**src/rtl/secded_pkg.sv**
```systemverilog
// SECDED layout helpers shared by the syndrome/decoder (and a future encoder).
// Hamming positions 1..CODE_W-1 (powers of two are check bits), overall parity at CODE_W.
package secded_pkg;

   typedef enum logic [1:0] {ST_CLEAN, ST_SINGLE, ST_DOUBLE} status_t;

   function automatic int par_w(input int data_w);
      int r;
      r = 0;
      for (int i = 20; i >= 1; i--) begin
         if ((1 << i) >= data_w + i + 1) r = i;
      end
      return r;
   endfunction

   function automatic int code_w(input int data_w);
      return data_w + par_w(data_w) + 1;
   endfunction

   function automatic bit is_pow2(input int p);
      return (p != 0) && ((p & (p - 1)) == 0);
   endfunction

   // Hamming position of data bit k (1-based); data[1] lands on position 3.
   function automatic int data_pos(input int k);
      int cnt;
      int pos;
      cnt = 0;
      pos = 0;
      for (int p = 1; p < 256; p++) begin
         if (!is_pow2(p)) begin
            cnt++;
            if (cnt == k && pos == 0) pos = p;
         end
      end
      return pos;
   endfunction

endpackage

```
**src/rtl/secded_syndrome.sv**
```systemverilog
// Combinational SECDED front end: codeword -> Hamming syndrome, overall parity, raw data.
// Zero latency; no flow control of its own.
module secded_syndrome
   import secded_pkg::*;
#(
   parameter  int DATA_W = 7,
   localparam int PAR_W  = par_w(DATA_W),
   localparam int CODE_W = code_w(DATA_W)
) (
   input  logic [CODE_W:1]  code,
   output logic [PAR_W-1:0] syn,
   output logic             par,
   output logic [DATA_W:1]  raw
);

   always_comb begin
      syn = '0;
      for (int p = 1; p < CODE_W; p++) begin
         if (code[p]) syn = syn ^ PAR_W'(p);
      end
   end

   assign par = ^code;

   for (genvar k = 1; k <= DATA_W; k++) begin : g_raw
      assign raw[k] = code[data_pos(k)];
   end

endmodule

```
**src/rtl/secded_stream_decoder.sv**
```systemverilog
// Two-stage valid/ready SECDED decoder with saturating error counters; latency 2, 1 word/cycle.
// Each stage loads when empty or when its successor advances; in_ready falls only when both stages are full and stalled.
module secded_stream_decoder
   import secded_pkg::*;
#(
   parameter  int DATA_W = 7,
   parameter  int CNT_W  = 16,
   localparam int PAR_W  = par_w(DATA_W),
   localparam int CODE_W = code_w(DATA_W)
) (
   input  logic              clk,
   input  logic              rst_n,
   input  logic              in_valid,
   output logic              in_ready,
   input  logic [CODE_W:1]   in_code,
   input  logic              correct_en,
   output logic              out_valid,
   input  logic              out_ready,
   output logic [DATA_W:1]   out_data,
   output logic [PAR_W-1:0]  out_syn,
   output logic [PAR_W:0]    out_err_pos,
   output logic              out_single,
   output logic              out_double,
   input  logic              cnt_clr,
   output logic [CNT_W-1:0]  corr_cnt,
   output logic [CNT_W-1:0]  uncorr_cnt
);

   localparam logic [PAR_W:0] CODE_POS = (PAR_W+1)'(CODE_W);

   logic [PAR_W-1:0] syn;
   logic             par;
   logic [DATA_W:1]  raw;

   logic             v1;
   logic [PAR_W-1:0] s1_syn;
   logic             s1_par;
   logic [DATA_W:1]  s1_raw;
   logic             s1_ce;

   logic             adv1;
   logic             adv2;
   logic             out_hs;
   status_t          st;
   logic [PAR_W:0]   pos;
   logic             flip_en;
   logic [DATA_W:1]  corr;

   secded_syndrome #(.DATA_W(DATA_W)) u_syn (
      .code (in_code),
      .syn  (syn),
      .par  (par),
      .raw  (raw)
   );

   assign adv2     = !out_valid || out_ready;
   assign adv1     = !v1 || adv2;
   assign in_ready = adv1;
   assign out_hs   = out_valid && out_ready;

   always_ff @(posedge clk or negedge rst_n) begin
      if (!rst_n) begin
         v1     <= 1'b0;
         s1_syn <= '0;
         s1_par <= 1'b0;
         s1_raw <= '0;
         s1_ce  <= 1'b0;
      end else if (adv1) begin
         v1 <= in_valid;
         if (in_valid) begin
            s1_syn <= syn;
            s1_par <= par;
            s1_raw <= raw;
            s1_ce  <= correct_en;
         end
      end
   end

   // Syndromes at or beyond CODE_W with odd parity cannot name a real bit.
   always_comb begin
      st  = ST_CLEAN;
      pos = '0;
      if (s1_par) begin
         if (s1_syn == '0) begin
            st  = ST_SINGLE;
            pos = CODE_POS;
         end else if ({1'b0, s1_syn} < CODE_POS) begin
            st  = ST_SINGLE;
            pos = {1'b0, s1_syn};
         end else begin
            st = ST_DOUBLE;
         end
      end else if (s1_syn != '0) begin
         st = ST_DOUBLE;
      end
   end

   assign flip_en = s1_ce && (st == ST_SINGLE);

   for (genvar k = 1; k <= DATA_W; k++) begin : g_corr
      localparam logic [PAR_W:0] DP = (PAR_W+1)'(data_pos(k));
      assign corr[k] = s1_raw[k] ^ (flip_en && (pos == DP));
   end

   always_ff @(posedge clk or negedge rst_n) begin
      if (!rst_n) begin
         out_valid   <= 1'b0;
         out_data    <= '0;
         out_syn     <= '0;
         out_err_pos <= '0;
         out_single  <= 1'b0;
         out_double  <= 1'b0;
      end else if (adv2) begin
         out_valid <= v1;
         if (v1) begin
            out_data    <= corr;
            out_syn     <= s1_syn;
            out_err_pos <= pos;
            out_single  <= (st == ST_SINGLE);
            out_double  <= (st == ST_DOUBLE);
         end
      end
   end

   always_ff @(posedge clk or negedge rst_n) begin
      if (!rst_n) begin
         corr_cnt   <= '0;
         uncorr_cnt <= '0;
      end else if (cnt_clr) begin
         corr_cnt   <= '0;
         uncorr_cnt <= '0;
      end else if (out_hs) begin
         if (out_single && (corr_cnt != '1))   corr_cnt   <= corr_cnt + 1'b1;
         if (out_double && (uncorr_cnt != '1)) uncorr_cnt <= uncorr_cnt + 1'b1;
      end
   end

endmodule
```
**config.mk**
```make
export PLATFORM = sky130hd
export DESIGN_NAME = secded_stream_decoder
export DESIGN_NICKNAME = d
export VERILOG_FILES = /design/src/rtl/secded_pkg.sv /design/src/rtl/secded_syndrome.sv /design/src/rtl/secded_stream_decoder.sv
export SDC_FILE = /design/constraint.sdc
export NUM_CORES = 1
export LEC_CHECK = 0
export CORE_UTILIZATION = 51
export CTS_CLUSTER_DIAMETER = 60
export DETAILED_ROUTE_END_ITERATION = 7
export PLACE_DENSITY = 0.8
export SETUP_SLACK_MARGIN = 0.2
export SLEW_MARGIN = 20
export SYNTH_ARGS = -nofsm -noshare
export SYNTH_HDL_FRONTEND = slang
export SYNTH_SLANG_ARGS = --single-unit
```
**constraint.sdc**
```tcl
create_clock -name clk -period 1.63 [get_ports clk]
set_input_delay 0.163 -clock clk [delete_from_list [all_inputs] [get_ports clk]]
set_output_delay 0.163 -clock clk [all_outputs]
set_load 0.02 [all_outputs]
```
# Word level (Yosys, flattened, before mapping)

Index checks and enable logic that the tools add are counted.

Register bits after elaboration: 65
Output and inout port bits: 52
Logic and storage cells: 93
Input bits: 18

Bitwise gates (word level): 17
Add/sub/neg operators: 2
Eq/ne operators: 11
Muxes and demuxes: 24
Reduce and logical (&&, ||, !) cells: 25
Order comparisons: 1

Operators with widths:

| operator                                            | count |
|---|---|
| 2-to-1 mux 16 bit                                   | 6 |
| adder 16 x 1 -> 16 bit, second input constant       | 2 |
| inequality test 16 bit, second input constant       | 2 |
| 2-to-1 mux 4 bit                                    | 7 |
| equality test 5 x 3 -> 1 bit, second input constant | 3 |
| equality test 5 x 4 -> 1 bit, second input constant | 3 |
| 2-to-1 mux 2 bit                                    | 6 |
| 2-to-1 mux 3 bit                                    | 4 |
| XOR reduction 12 bit                                | 1 |
| logical AND 1 bit                                   | 11 |
| inverter 2 bit                                      | 5 |
| AND reduction 2 bit                                 | 4 |
| XOR 1 bit                                           | 7 |
| inverter 3 bit                                      | 2 |
| nonzero test 2 bit                                  | 3 |
| equality test 5 x 2 -> 1 bit, second input constant | 1 |
| logical NOT 4 bit                                   | 1 |
| < comparator 4 bit, second input constant           | 1 |
| nonzero test 4 bit                                  | 1 |
| inverter 1 bit, first input constant                | 3 |
| equality test 2 x 1 -> 1 bit, second input constant | 1 |
| equality test 2 bit, second input constant          | 1 |
| logical NOT 1 bit                                   | 2 |
| logical OR 1 bit                                    | 2 |
| 2-to-1 mux 1 bit                                    | 1 |

# Logic depth before layout (Yosys ltp)

Word-level depth: 18
Mapped depth: 7
Depth with buffers taken out: 6

# Cells and area by module

Synthesis repeated with hierarchy kept, for this count alone.

Cell total of the unflattened synthesis: 347
Area total of the unflattened synthesis: 3,450.8 µm²

By module, submodules not included:

| module                | area each (µm²) | cells an instance | instances | seq. area each (µm²) |
|---|---|---|---|---|
| secded_stream_decoder | 3,219.3         | 322               | 1         | 1,601.5 |
| secded_syndrome       | 231.5           | 25                | 1         | 0.0 |

# Least setup slack after synthesis

No wires, ideal clock.

Kind: reg-to-reg
From: reg out_valid
To: reg s1_ce
Data required time: 1.505 ns
Buffers on the path: 1
Setup time: 0.125 ns
Cell stages (with the launch flop): 5
Arrival time: 1.637 ns
Path slack: -0.132 ns
Period minus slack after synthesis: 1.762 ns
Cells stage by stage: dfrtp_1 -> nand3b_1 -> nand2_1 -> buf_2 -> mux2_2

Cells in the longest elaborated chain, start to end: 4

Ends and longest elaborated chain:

| item                                 | line                         | source |
|---|---|---|
| start, declared                      | secded_stream_decoder.sv:17  | `output logic out_valid,` |
| start signal, assigned               | secded_stream_decoder.sv:114 | `out_valid <= v1;` |
| logical NOT 1 bit                    | secded_stream_decoder.sv:56  | `assign adv2 = !out_valid \|\| out_ready;` |
| logical OR 1 bit                     | secded_stream_decoder.sv:56  |  |
| logical OR 1 bit                     | secded_stream_decoder.sv:57  | `assign adv1 = !v1 \|\| adv2;` |
| named net in_ready                   | secded_stream_decoder.sv:14  | `output logic in_ready,` |
| AND reduction 2 bit (no source line) | -                            |  |
| end signal, assigned                 | secded_stream_decoder.sv:74  | `s1_ce <= correct_en;` |
| end, declared                        | secded_stream_decoder.sv:39  | `logic s1_ce;` |

The timed path passes the listed nets, and every way through them passes these cells.
A chain may end at the register's enable or synchronous reset.

# Worst setup path in the final report

From: reg uncorr_cnt[0]
To: reg uncorr_cnt[11]

Cells in the longest elaborated chain, start to end: 4
Elaborated cells between the ends (all ways): 8
Those cells by class: 1 x add/sub; 1 x eq/ne; 3 x mux; 3 x reduce/logical

Ends and longest elaborated chain:

| item                                                                    | line                         | source |
|---|---|---|
| start, declared                                                         | secded_stream_decoder.sv:26  | `output logic [CNT_W-1:0] uncorr_cnt` |
| start signal, assigned                                                  | secded_stream_decoder.sv:134 | `if (out_double && (uncorr_cnt != '1)) uncorr_cnt <= uncorr_cnt + 1'b1;` |
| adder 16 x 1 -> 16 bit / inequality test 16 bit (equally long branches) | secded_stream_decoder.sv:134 |  |
| 2-to-1 mux 16 bit / logical AND 1 bit (equally long branches)           | secded_stream_decoder.sv:134 |  |
| 2-to-1 mux 16 bit / nonzero test 2 bit (equally long branches)          | -                            |  |
| 2-to-1 mux 16 bit / AND reduction 2 bit (equally long branches)         | -                            |  |

Parallel ways exist; a longest one is shown, timed or not. The select of a mux whose other input is x is not followed.

==> reports/summary.txt <==
Worst VDD drop = 0.00106 V
dpl ws = -0.128 ns
GRT Overall Usage = 26.9%
Setup CP Type = reg -> reg
ys flop type = dfrtp_1
multi-input logic area = 0.00200 mm^2
final RePlAce weighted congestion = 0.856
post-synthesis sequential area ratio = 48.4%
Area Overhead vs Synth = 52.8%
net count after synthesis = 338
Avg WL per Cell = 17.7 um
Max clock buf depth = 2
Final TNS setup = 0 ns
H-tree Lvls = 3
DRC = 0
r2r endpoint = uncorr_cnt[11]$_DFFE_PN0P_
most frequent cells in the layout = 48 x buf_4, 46 x dlygate4sd2_1, 37 x nor2_1
I/O pin total = 70
number of synthesized register bits = 64
Avg Inst Size Synth = 10.4 um^2
TritonCTS Buffers = 9
row count = 28
initial antenna violation count = 0
Critical Path RT = 1.85 ns
Die W = 82.6 um
number of port buffers = 68
Core ar. = 0.00610 mm^2
post-synth top area cell = dfrtp_1
initial drt markers = 139
worst min-delay path class = in -> async
antenna fix cells = 0
final slew viol count = 0
Synth top area share = 48.4%
Cell variety after synth = 44
outcome = completed
Clock Skews = 0.0135 ns
Final nets = 465
Final Worst Setup Slack = 0.0161 ns
reg2reg setup slack = 0.02 ns
DR vias = 2,961
Congestion Overflow GR = 0
PwrDens = 995 mW/mm^2
largest net degree at the start of global routing = 65
fmax = 0.620 GHz
placed wire-length estimate = 5170 um
fin crit share = 99.0%
Critical Path AT = 1.84 ns
Warnings, synthesis = 0
Post-Syn Instances = 318
Avg Vias per Cell = 5.64
die area = 0.00682 mm^2
Synth async-reset ratio = 100%
final hold slack = 0.338 ns
Clk Tree Root Cell = clkbuf_8
unrepaired setup endpoints after global routing = true
Register-to-Register Path Depth = 7
layout cell share with drive strength beyond 1 = 39.3%
max-cap violations = 0
worst skew pair latency = 0.36 ns
Die H = 82.6 um
CTS tree = yes
ANT nets after route = 0
EDFF count, synth = 0
Tmin final = 1.61 ns
Mapped Area = 0.00331 mm^2
DRT Wirelength = 9300 um
fin cells = 525
first-pass GRT wire length = 13,300 um
Starting Density = 54.3%
reg2reg start = uncorr_cnt[0]$_DFFE_PN0P_
# setup viols final = 0
vias in the first global route = 2,756
clk slew on worst S/H paths = 0.08 ns
P_leak = 2.32 nW
Synth area leaders = dfrtp_1 48%, xor2_1 8.5%, xnor2_1 6.1%, mux2_2 4.8%, nor2_1 4.6%
Sequential Area = 0.00164 mm^2
CTS sink cnt = 64
router iterations before antenna repair = 5
Fillers = 350
Final Hold Vio Count = 0
dpl cells = 475
Crit Path Max Fanout = 6
CP Capture Type = register
leading cell type in the layout, fill and taps excluded = buf_4
Worst Setup Start Kind = register
[cell type report]
class,count,area share [%]
multi-input combinational,242,39.6
sequential,64,32.4
timing repair buffer,126,21.7
clock buffer,11,2.79
tap,75,1.85
clock inverter,5,1.58
inverter,2,0.148
[flip-flops by register name, summed over array words and instances, names as in the netlist]
register,cells
out_syn,4
corr_cnt,16
out_err_pos,4
uncorr_cnt,16
out_double,1
s1_par,1
s1_ce,1
s1_raw,7
out_valid,1
out_data,7
out_single,1
v1,1
s1_syn,4
[layer usage]
metal | track usage [%] | share of wire [%] | vias up
met5 | 0 | 0 | -
met2 | 41.2 | 50 | 105
li1 | - | - | 1362
met3 | 6.92 | 4.7 | 24
met4 | 12.2 | 2.8 | 0
met1 | 35.7 | 42 | 1470
[cells by family after synthesis]
| group | after synthesis | synth area share (%) |
|---|---|---|
| multiplexers | 17 | 5.67 |
| AO/OA/AOI/OAI | 36 | 7.33 |
| XOR/XNOR | 55 | 14.5 |
| AND/OR/NAND/NOR | 130 | 21.5 |
| other | 1 | 0.113 |
| adder cells (fa/ha/maj) | 2 | 0.755 |
| buffers and inverters | 13 | 1.74 |
| flip-flops | 64 | 48.4 |
[worst max path at each step]
stage / start / end / slack [ns] / depth (start not counted)
2_1_floorplan: out_valid$_DFFE_PN0P_ / s1_ce$_DFFE_PN0P_ / 0.12 / 4
3_3_place_gp: out_ready / in_ready / -0.11 / 3
3_5_place_dp: out_ready / uncorr_cnt[14]$_DFFE_PN0P_ / -0.13 / 6
4_1_cts: uncorr_cnt[1]$_DFFE_PN0P_ / uncorr_cnt[14]$_DFFE_PN0P_ / 0.09 / 6
5_1_grt: uncorr_cnt[1]$_DFFE_PN0P_ / uncorr_cnt[12]$_DFFE_PN0P_ / -0.09 / 6
6_report: uncorr_cnt[0]$_DFFE_PN0P_ / uncorr_cnt[11]$_DFFE_PN0P_ / 0.02 / 7
[what timing repair did]
| item | 4_1_cts | 5_1_grt |
|---|---|---|
| setup endpoints to repair | 82 | 52 |
| hold buffers | 1 | 0 |
| gates resized for setup | 64 | 49 |
| hold endpoints to repair | 64 | 0 |
| gates cloned | 1 | 0 |
| pin swaps | 24 | 34 |
| buffers inserted | 20 | 12 |
[worst max-delay path, cell delays in order, from the launching register on]
cell      delay [ns]
dfrtp_2         0.41
ha_4            0.14
nand4_1         0.17
buf_4           0.20
buf_8           0.14
o211ai_1        0.20
xor2_1          0.16
nor2_1          0.06
[metrics by stage]
stage	util, %	power [mW]	cell area [um^2]
after floorplan	-	2.76	3490
after global placement	72.0	3.36	4390
after global routing	83.0	5.27	5060
after detailed placement	72.0	3.39	4390
after CTS	78.5	4.88	4790
final	83.0	5.04	5060
[cells in the mapped netlist (3+ instances only)]
cell / n
dfrtp_1: 64
nor2_1: 41
xor2_1: 32
nand2_1: 23
xnor2_1: 23
mux2_2: 14
o21ai_0: 14
nand3_1: 12
nand4_1: 11
and3_1: 10
clkbuf_1: 6
nor4_1: 6
o211ai_1: 6
nand2b_1: 5
buf_2: 4
o21ai_2: 4
and2_1: 3
mux2i_1: 3
o2111ai_1: 3
o21ai_1: 3
[power breakdown]
part | internal (mW) | switching [mW] | leakage, nW
clock | 0.900 | 0.650 | 0.106
combinational | 0.659 | 0.801 | 1.43
sequential | 1.81 | 0.213 | 0.786
total | 3.37 | 1.66 | 2.32
Note: power is estimated with default switching activity, not from simulation.
